File: config.mk
export PLATFORM = sky130hd
export DESIGN_NAME = reg_pipe_flat
export DESIGN_NICKNAME = d
export VERILOG_FILES = /design/src/rtl/reg_pipe_pkg.sv /design/src/rtl/reg_pipe_if.sv /design/src/rtl/reg_pipe_stage.sv /design/src/rtl/reg_pipe.sv /design/src/flat_wrapper.sv
export SDC_FILE = /design/constraint.sdc
export NUM_CORES = 1
export LEC_CHECK = 0
export CAP_MARGIN = 10
export CORE_ASPECT_RATIO = 0.5
export CORE_MARGIN = 2
export CORE_UTILIZATION = 45
export CTS_BUF_LIST = sky130_fd_sc_hd__clkbuf_4 sky130_fd_sc_hd__clkbuf_8 sky130_fd_sc_hd__clkbuf_16
export DETAILED_ROUTE_END_ITERATION = 10
export PLACE_DENSITY = 0.84
export SLEW_MARGIN = 20
export SYNTH_ARGS = -nofsm -noshare
export SYNTH_HDL_FRONTEND = slang
export SYNTH_SLANG_ARGS = --single-unit
File: constraint.sdc
create_clock -name clk -period 1.8 [get_ports clk]
set_input_delay 0.45 -clock clk [delete_from_list [all_inputs] [get_ports clk]]
set_output_delay 0.45 -clock clk [all_outputs]
set_load 0.05 [all_outputs]
File: src/rtl/reg_pipe_pkg.sv
//==============================================================================
// Module   : reg_pipe_pkg
// Purpose  : Width helpers shared by parametrised register blocks.
// Revision : 1.0 - initial release
//==============================================================================
`default_nettype none

package reg_pipe_pkg;

    function automatic int clog2(input int n);
        int r;
        r = 0;
        while ((1 << r) < n) r++;
        return r;
    endfunction

    function automatic int tap_width(input int depth);
        return (clog2(depth) < 1) ? 1 : clog2(depth);
    endfunction

    function automatic int cnt_width(input int depth);
        return clog2(depth + 1);
    endfunction

endpackage

`default_nettype wire

File: src/rtl/reg_pipe_if.sv
//==============================================================================
// Module   : reg_pipe_if
// Purpose  : Data, control and tap bundle of the reg_pipe delay line.
// Revision : 1.0 - initial release
//==============================================================================
`default_nettype none

interface reg_pipe_if
    import reg_pipe_pkg::*;
#(
    parameter int WIDTH = 8,
    parameter int DEPTH = 4
);
    localparam int TW = tap_width(DEPTH);
    localparam int CW = cnt_width(DEPTH);

    logic             en;
    logic             flush;
    logic [WIDTH-1:0] d;
    logic             d_valid;
    logic [TW-1:0]    tap_sel;
    logic [WIDTH-1:0] q;
    logic             q_valid;
    logic [WIDTH-1:0] tap_q;
    logic             tap_valid;
    logic [CW-1:0]    count;

    modport master (
        output en, flush, d, d_valid, tap_sel,
        input  q, q_valid, tap_q, tap_valid, count
    );

    modport slave (
        input  en, flush, d, d_valid, tap_sel,
        output q, q_valid, tap_q, tap_valid, count
    );

endinterface

`default_nettype wire

File: src/rtl/reg_pipe_stage.sv
//==============================================================================
// Module   : reg_pipe_stage
// Purpose  : One enable-gated data + valid register with clear and reset.
// Revision : 1.0 - initial release
//==============================================================================
`default_nettype none

module reg_pipe_stage #(
    parameter int               WIDTH     = 8,
    parameter logic [WIDTH-1:0] RESET_VAL = '0
) (
    input  wire logic             clk,
    input  wire logic             syn_reset_n,
    input  wire logic             en,
    input  wire logic             clear,
    input  wire logic [WIDTH-1:0] din,
    input  wire logic             vin,
    output logic      [WIDTH-1:0] dout,
    output logic                  vout
);

    logic [WIDTH-1:0] r_data;
    logic             r_vld;

    always_ff @(posedge clk) begin
        if (!syn_reset_n || clear) begin
            r_data <= RESET_VAL;
            r_vld  <= 1'b0;
        end else if (en) begin
            r_data <= din;
            r_vld  <= vin;
        end
    end

    assign dout = r_data;
    assign vout = r_vld;

endmodule

`default_nettype wire

File: src/rtl/reg_pipe.sv
//==============================================================================
// Module   : reg_pipe
// Purpose  : WIDTH x DEPTH stallable, flushable delay line with tap and count.
// Revision : 1.0 - initial release
//==============================================================================
`default_nettype none

module reg_pipe
    import reg_pipe_pkg::*;
#(
    parameter int               WIDTH     = 8,
    parameter int               DEPTH     = 4,
    parameter logic [WIDTH-1:0] RESET_VAL = '0
) (
    input  wire logic  clk,
    input  wire logic  syn_reset_n,
    reg_pipe_if.slave  bus
);

    localparam int TW = tap_width(DEPTH);
    localparam int CW = cnt_width(DEPTH);

    logic [WIDTH-1:0] w_data [DEPTH];
    logic             w_vld  [DEPTH];
    logic [CW-1:0]    r_count;
    logic [WIDTH-1:0] w_tap_q;
    logic             w_tap_v;

    for (genvar i = 0; i < DEPTH; i++) begin : g_stage
        logic [WIDTH-1:0] w_din;
        logic             w_vin;

        if (i == 0) begin : g_head
            assign w_din = bus.d;
            assign w_vin = bus.d_valid;
        end else begin : g_link
            assign w_din = w_data[i-1];
            assign w_vin = w_vld[i-1];
        end

        reg_pipe_stage #(
            .WIDTH     (WIDTH),
            .RESET_VAL (RESET_VAL)
        ) u_stage (
            .clk         (clk),
            .syn_reset_n (syn_reset_n),
            .en          (bus.en),
            .clear       (bus.flush),
            .din         (w_din),
            .vin         (w_vin),
            .dout        (w_data[i]),
            .vout        (w_vld[i])
        );
    end

    // Incremental occupancy: one entry in, the last stage's entry out.
    always_ff @(posedge clk) begin
        if (!syn_reset_n || bus.flush) begin
            r_count <= '0;
        end else if (bus.en) begin
            r_count <= r_count + CW'(bus.d_valid) - CW'(w_vld[DEPTH-1]);
        end
    end

    if (DEPTH == 1) begin : g_tap_single
        assign w_tap_q = w_data[0];
        assign w_tap_v = w_vld[0];
    end else begin : g_tap_mux
        // Out-of-range selects (non power-of-2 DEPTH) fall through to the default.
        always_comb begin
            w_tap_q = RESET_VAL;
            w_tap_v = 1'b0;
            for (int i = 0; i < DEPTH; i++) begin
                if (bus.tap_sel == TW'(i)) begin
                    w_tap_q = w_data[i];
                    w_tap_v = w_vld[i];
                end
            end
        end
    end

    assign bus.q         = w_data[DEPTH-1];
    assign bus.q_valid   = w_vld[DEPTH-1];
    assign bus.tap_q     = w_tap_q;
    assign bus.tap_valid = w_tap_v;
    assign bus.count     = r_count;

endmodule

`default_nettype wire

File: src/flat_wrapper.sv
// flat-port wrapper written by rule: the top's interface ports become plain ports
module reg_pipe_flat import reg_pipe_pkg::*;
#(
    parameter int               WIDTH     = 8,
    parameter int               DEPTH     = 4,
    parameter logic [WIDTH-1:0] RESET_VAL = '0
)
  (clk, syn_reset_n, bus_en, bus_flush, bus_d, bus_d_valid, bus_tap_sel, bus_q, bus_q_valid, bus_tap_q, bus_tap_valid, bus_count);
  reg_pipe_if #(.WIDTH(WIDTH), .DEPTH(DEPTH)) bus_i ();
  input  wire logic clk;
  input  wire logic syn_reset_n;
  input wire logic [$bits(bus_i.en)-1:0] bus_en;
  input wire logic [$bits(bus_i.flush)-1:0] bus_flush;
  input wire logic [$bits(bus_i.d)-1:0] bus_d;
  input wire logic [$bits(bus_i.d_valid)-1:0] bus_d_valid;
  input wire logic [$bits(bus_i.tap_sel)-1:0] bus_tap_sel;
  output wire logic [$bits(bus_i.q)-1:0] bus_q;
  output wire logic [$bits(bus_i.q_valid)-1:0] bus_q_valid;
  output wire logic [$bits(bus_i.tap_q)-1:0] bus_tap_q;
  output wire logic [$bits(bus_i.tap_valid)-1:0] bus_tap_valid;
  output wire logic [$bits(bus_i.count)-1:0] bus_count;
  assign bus_i.en = bus_en;
  assign bus_i.flush = bus_flush;
  assign bus_i.d = bus_d;
  assign bus_i.d_valid = bus_d_valid;
  assign bus_i.tap_sel = bus_tap_sel;
  assign bus_q = bus_i.q;
  assign bus_q_valid = bus_i.q_valid;
  assign bus_tap_q = bus_i.tap_q;
  assign bus_tap_valid = bus_i.tap_valid;
  assign bus_count = bus_i.count;
  reg_pipe #(.WIDTH(WIDTH), .DEPTH(DEPTH), .RESET_VAL(RESET_VAL)) u_core (.clk(clk), .syn_reset_n(syn_reset_n), .bus(bus_i));
endmodule
# [Yosys cells after proc, flatten, opt, wreduce, memory -nomap -nowiden]
# Index checks and enable logic that the tools add are counted.
[totals] regBits=39 out_inout_bits=21 word_cells=25
[classes] n_addsub=2 n_eq_ne=3 mux=8 n_reduce_logical=3
[ops] op="$mux W8" count=4
[ops] op="$eq A2 B2 Y1 const B" count=2
[ops] op="$mux W1" count=4
[ops] op="$add A3 B1 Y3" count=1
[ops] op="$sub A3 B1 Y3" count=1
[ops] op="$eq A2 B1 Y1 const B" count=1
[ops] op="$logic_not A2 Y1" count=1
[ops] op="$logic_not A1 Y1" count=1
[ops] op="$logic_or A1 B1 Y1" count=1

# [Longest topological paths before layout]
# Gate-level depths: netlist of run 1.
[logic_depth] ltp_word=5 ltp_mapped=8 mapped_depth_nobuf=8

# [Cells and area by module]
# A second synthesis of run 1 with hierarchy kept.
[hier_totals] cells_unflattened=150 hier_area_um2=1705.4
[by_module_without_submodules] mod="reg_pipe_stage" n_inst=4 cells_each=30 area_each_um2=326.6 seq_area_each_um2=180.2
[by_module_without_submodules] mod="reg_pipe" n_inst=1 cells_each=30 area_each_um2=399.1 seq_area_each_um2=60.1

# [Worst setup path after synthesis of run 1]
# OpenSTA, ideal clock, no wires.
[synth_timing] kind="register to register" from="register u_core.r_count[0], in the netlist u_core.bus.count[0]" to="register u_core.r_count[2], in the netlist u_core.bus.count[2]" setup_ps=116 arrival_ps=2036 required_time_ps=1684 setup_slack_ps=-352 stages_incl_launch_ff=9 n_path_buf=0 synth_period_minus_slack_ps=2152 cell_sequence="dfxtp_1 inv_1 ha_1 inv_1 ha_1 fa_1 xnor2_1 a211oi_1 a31o_2"
[synth_between] elab_chain_cells=2
[synth_lines] item="start: declaration" line="reg_pipe.sv:25" text="logic [CW-1:0] r_count;"
[synth_lines] item="start signal: assignment" line="reg_pipe.sv:61" text="r_count <= r_count + CW'(bus.d_valid) - CW'(w_vld[DEPTH-1]);"
[synth_lines] item="$add A3 B1 Y3" line="reg_pipe.sv:61"
[synth_lines] item="$sub A3 B1 Y3" line="reg_pipe.sv:61"
# Every way passes these cells.
# A chain may end at the register's enable or synchronous reset.

# [Worst setup path after layout of run 1]
[layout_timing] from="register u_core.g_stage[3].u_stage.r_vld" to="output port bus_tap_valid"
[layout_between] elab_chain_cells=1
[layout_lines] item="start: declaration" line="reg_pipe_stage.sv:23" text="logic r_vld;"
[layout_lines] item="start signal: assignment" line="reg_pipe_stage.sv:31" text="r_vld <= vin;"
[layout_lines] item="$mux W1" line="reg_pipe.sv:74" text="if (bus.tap_sel == TW'(i)) begin"
[layout_lines] item="end: declaration" line="flat_wrapper.sv:20" text="output wire logic [$bits(bus_i.tap_valid)-1:0] bus_tap_valid;"
# Every way passes these cells.

==> out/metrics.yaml, run 1 <==
pwr:
  ir_drop_mv: 0.548
  switching_share: 0.231
  power_leakage_nw: 0.993
  p_seq_frac: 0.513
  switchingPower_mw: 0.396
  combinationalPowerShare: 0.105
  intPower_mw: 1.32
  p_total_mw: 1.71
  p_per_area_mw_per_mm2: 744
  power_frac_clock: 0.382
routing:
  routed_via_density: 4.89
  vias: 1194
  postRouteAntennaNets: 0
  wl_per_cell_um: 13.2
  drc: 0
  firstDrtPassIters: 4
  drtIter0Drc: 33
  routed_wl_mm: 3.23
placement:
  gp_congestion: 0.731
  hpwl_mm: 2.26
  port_buffers: 35
clocking:
  cts_root_buf: "clkbuf_8"
  clockBufferDepth: 2
  clock_latency_ns: 0.29
  cts_sinks: 39
  cts_made_buffers: 5
  cts_tree: "yes"
  clk_pin_slew_ns: 0.07
  htree_num_levels: 2
floorplanning:
  start_util: 0.482
  die-area_mm2: 0.00430
  core.rowCount: 15
  die_x_um: 90.7
  ios: 36
  core-area_mm2: 0.00351
  die_h_um: 47.4
logic_synthesis:
  synth_area_per_cell_um2: 11.4
  yosysWarnings: 0
  syn_area_mm2: 0.00169
  synth-seq-cells: 39
  synth_top_area_share: 0.461
  syn-num-nets: 166
  yosys-top-cells-area: "dfxtp_1 (46%), mux2i_1 (22%), mux4_2 (12%)"
  yosysUniqueCellTypes: 15
  yosysTopAreaCell: "dfxtp_1"
  synthCells: 148
  yosysSeqAreaShare: 0.461
grt:
  grt_antenna_before_repair: 0
  track_usage: 0.168
  grt_max_degree: 19
  grt_pass1_vias: 1133
  grt_pass1_wl_mm: 5.42
  grt-ovfl-total: 0
cells_and_area:
  antenna_cells: 0
  finalNetCount: 210
  drive_gt1_frac: 0.332
  synthToLayoutAreaGrowth_pct: 35.8
sta:
  slew_viol_final: 0
  min_period_ns: 1.83
  fin_ws_ns: -0.0277
  rsz0062_at_grt: "yes"
  slew_headroom: 0.697
  hold_violations: 0
  setup_tns_ns: -0.0348
  fin_crit_sh: 1.02
  finalSetupViolations: 2
  skew_ns: 0.00546
  worst_pin_slew_ns: 0.455
  max_freq_ghz: 0.547
critical_path:
  crit_type: "register to primary output"
  start_kind: "register"
  cp-end-kind: "primary output"
  path_max_fanout: 2
  cp.required_ns: 1.35
  arrival_ns: 1.38
  rrSetupSlack_ns: -0.01
flow_run:
  maxCapViolations: 0
min_path:
  hold_path_class: "register to register"
outcome:
  violations: "setup timing"
  status: "finished, violations left"
==> cells by family after synthesis <==
family,count (synthesis),synth area share
simple gates,40,0.0946
fa+ha+maj,3,0.0266
mux,47,0.344
flops,39,0.461
compound gates,2,0.00961
buf+inv,16,0.0584
xor+xnor,1,0.00517
==> synth_stat cells <==
library cell   n
a211oi_1       1
a31o_2         1
buf_2          4
buf_4          3
buf_6          3
clkbuf_1       1
dfxtp_1       39
fa_1           1
ha_1           2
inv_1          5
mux2i_1       38
mux4_2         9
nand2b_4       1
nor2_1        39
xnor2_1        1
==> path summary, 6_finish.rpt <==
path | startpoint | to | depth (start not counted)
hold / removal | u_core.bus.count[0] | u_core.bus.count[0] | 2
setup / recovery | u_core.g_stage[3].u_stage.vout | bus_tap_valid | 3
hold reg to reg | u_core.bus.count[0] | u_core.bus.count[0] | 2
setup reg to reg | u_core.g_stage[3].u_stage.vout | u_core.bus.count[2] | 8
==> cell usage in the layout (no fill, tap or decap), types with 2 or more instances in the layout <==
master / netlist / layout
buf_4: 3 / 21
mux4_2: 9 / 9
inv_1: 5 / 3
inv_2: 0 / 2
clkbuf_8: 0 / 7
ha_4: 0 / 2
buf_6: 3 / 9
nor2_1: 39 / 39
buf_12: 0 / 3
mux2i_1: 38 / 38
dfxtp_1: 39 / 37
buf_8: 0 / 3
clkdlybuf4s50_1: 0 / 11
==> repair_timing <==
action                     in CTS  in global routing
hold buffers                    0                  0
setup buffers                   3                  1
setup endpoints to repair       9                  5
pin swaps                       2                  0
gates resized for setup        23                  0
==> area by class of cell <==
class                           instances  area [um^2]
Fill cell                             280         1210
Multi-Input combinational cell         93          848
Sequential cell                        39          786
Timing Repair Buffer                   48          479
Clock buffer                            7         96.3
Tap cell                               51         63.8
Inverter                                5         18.8
Clock inverter                          1         7.51
==> power groups by stage <==
stage                     sequential, mW  clock (mW)  combinational [mW]
after floorplan                    0.900           0               0.111
after global placement             0.898           0               0.178
after detailed placement           0.898           0               0.181
after CTS                          0.878       0.668               0.187
after global routing               0.880       0.700               0.193
final                              0.879       0.654               0.180
==> metrics by stage <==
stage               cells  instance area [um^2]  setup slack (ns)   util  hold slack, ns
finish                244                  2300           -0.0277  0.655           0.522
floorplan             148                  1730           -0.0552      -           0.477
global placement      233                  2130            -0.456  0.608           0.489
global route          244                  2300           -0.0740  0.655           0.550
detailed placement    233                  2130            -0.471  0.608           0.507
CTS                   244                  2310           -0.0370  0.659           0.525
==> state kept, by name (all words and copies together), names as in the netlist <==
| signal | cells |
|---|---|
| u_core.g_stage.u_stage.dout | 32 |
| u_core.bus.count | 3 |
| u_core.g_stage.u_stage.vout | 4 |
==> per-layer routing <==
| metal | wire [um] | track usage |
|---|---|---|
| met1 | 1500 | 0.197 |
| met2 | 1550 | 0.300 |
| met3 | 137 | 0.0578 |
| met4 | 42 | 0.0646 |
| met5 | 0 | 0 |
==> critical path, cell delays in order, from the launching register on <==
cell and delay (ns):
dfxtp_2 0.33, buf_6 0.11, mux4_2 0.48, buf_8 0.17
(Power assumes the default switching activity.)
==> run 2: changes to the inputs <==
- CTS_CLUSTER_SIZE: unset -> 8
==> results of run 2 <==
No change in the layout: final DEF, timing and power equal those of run 1.
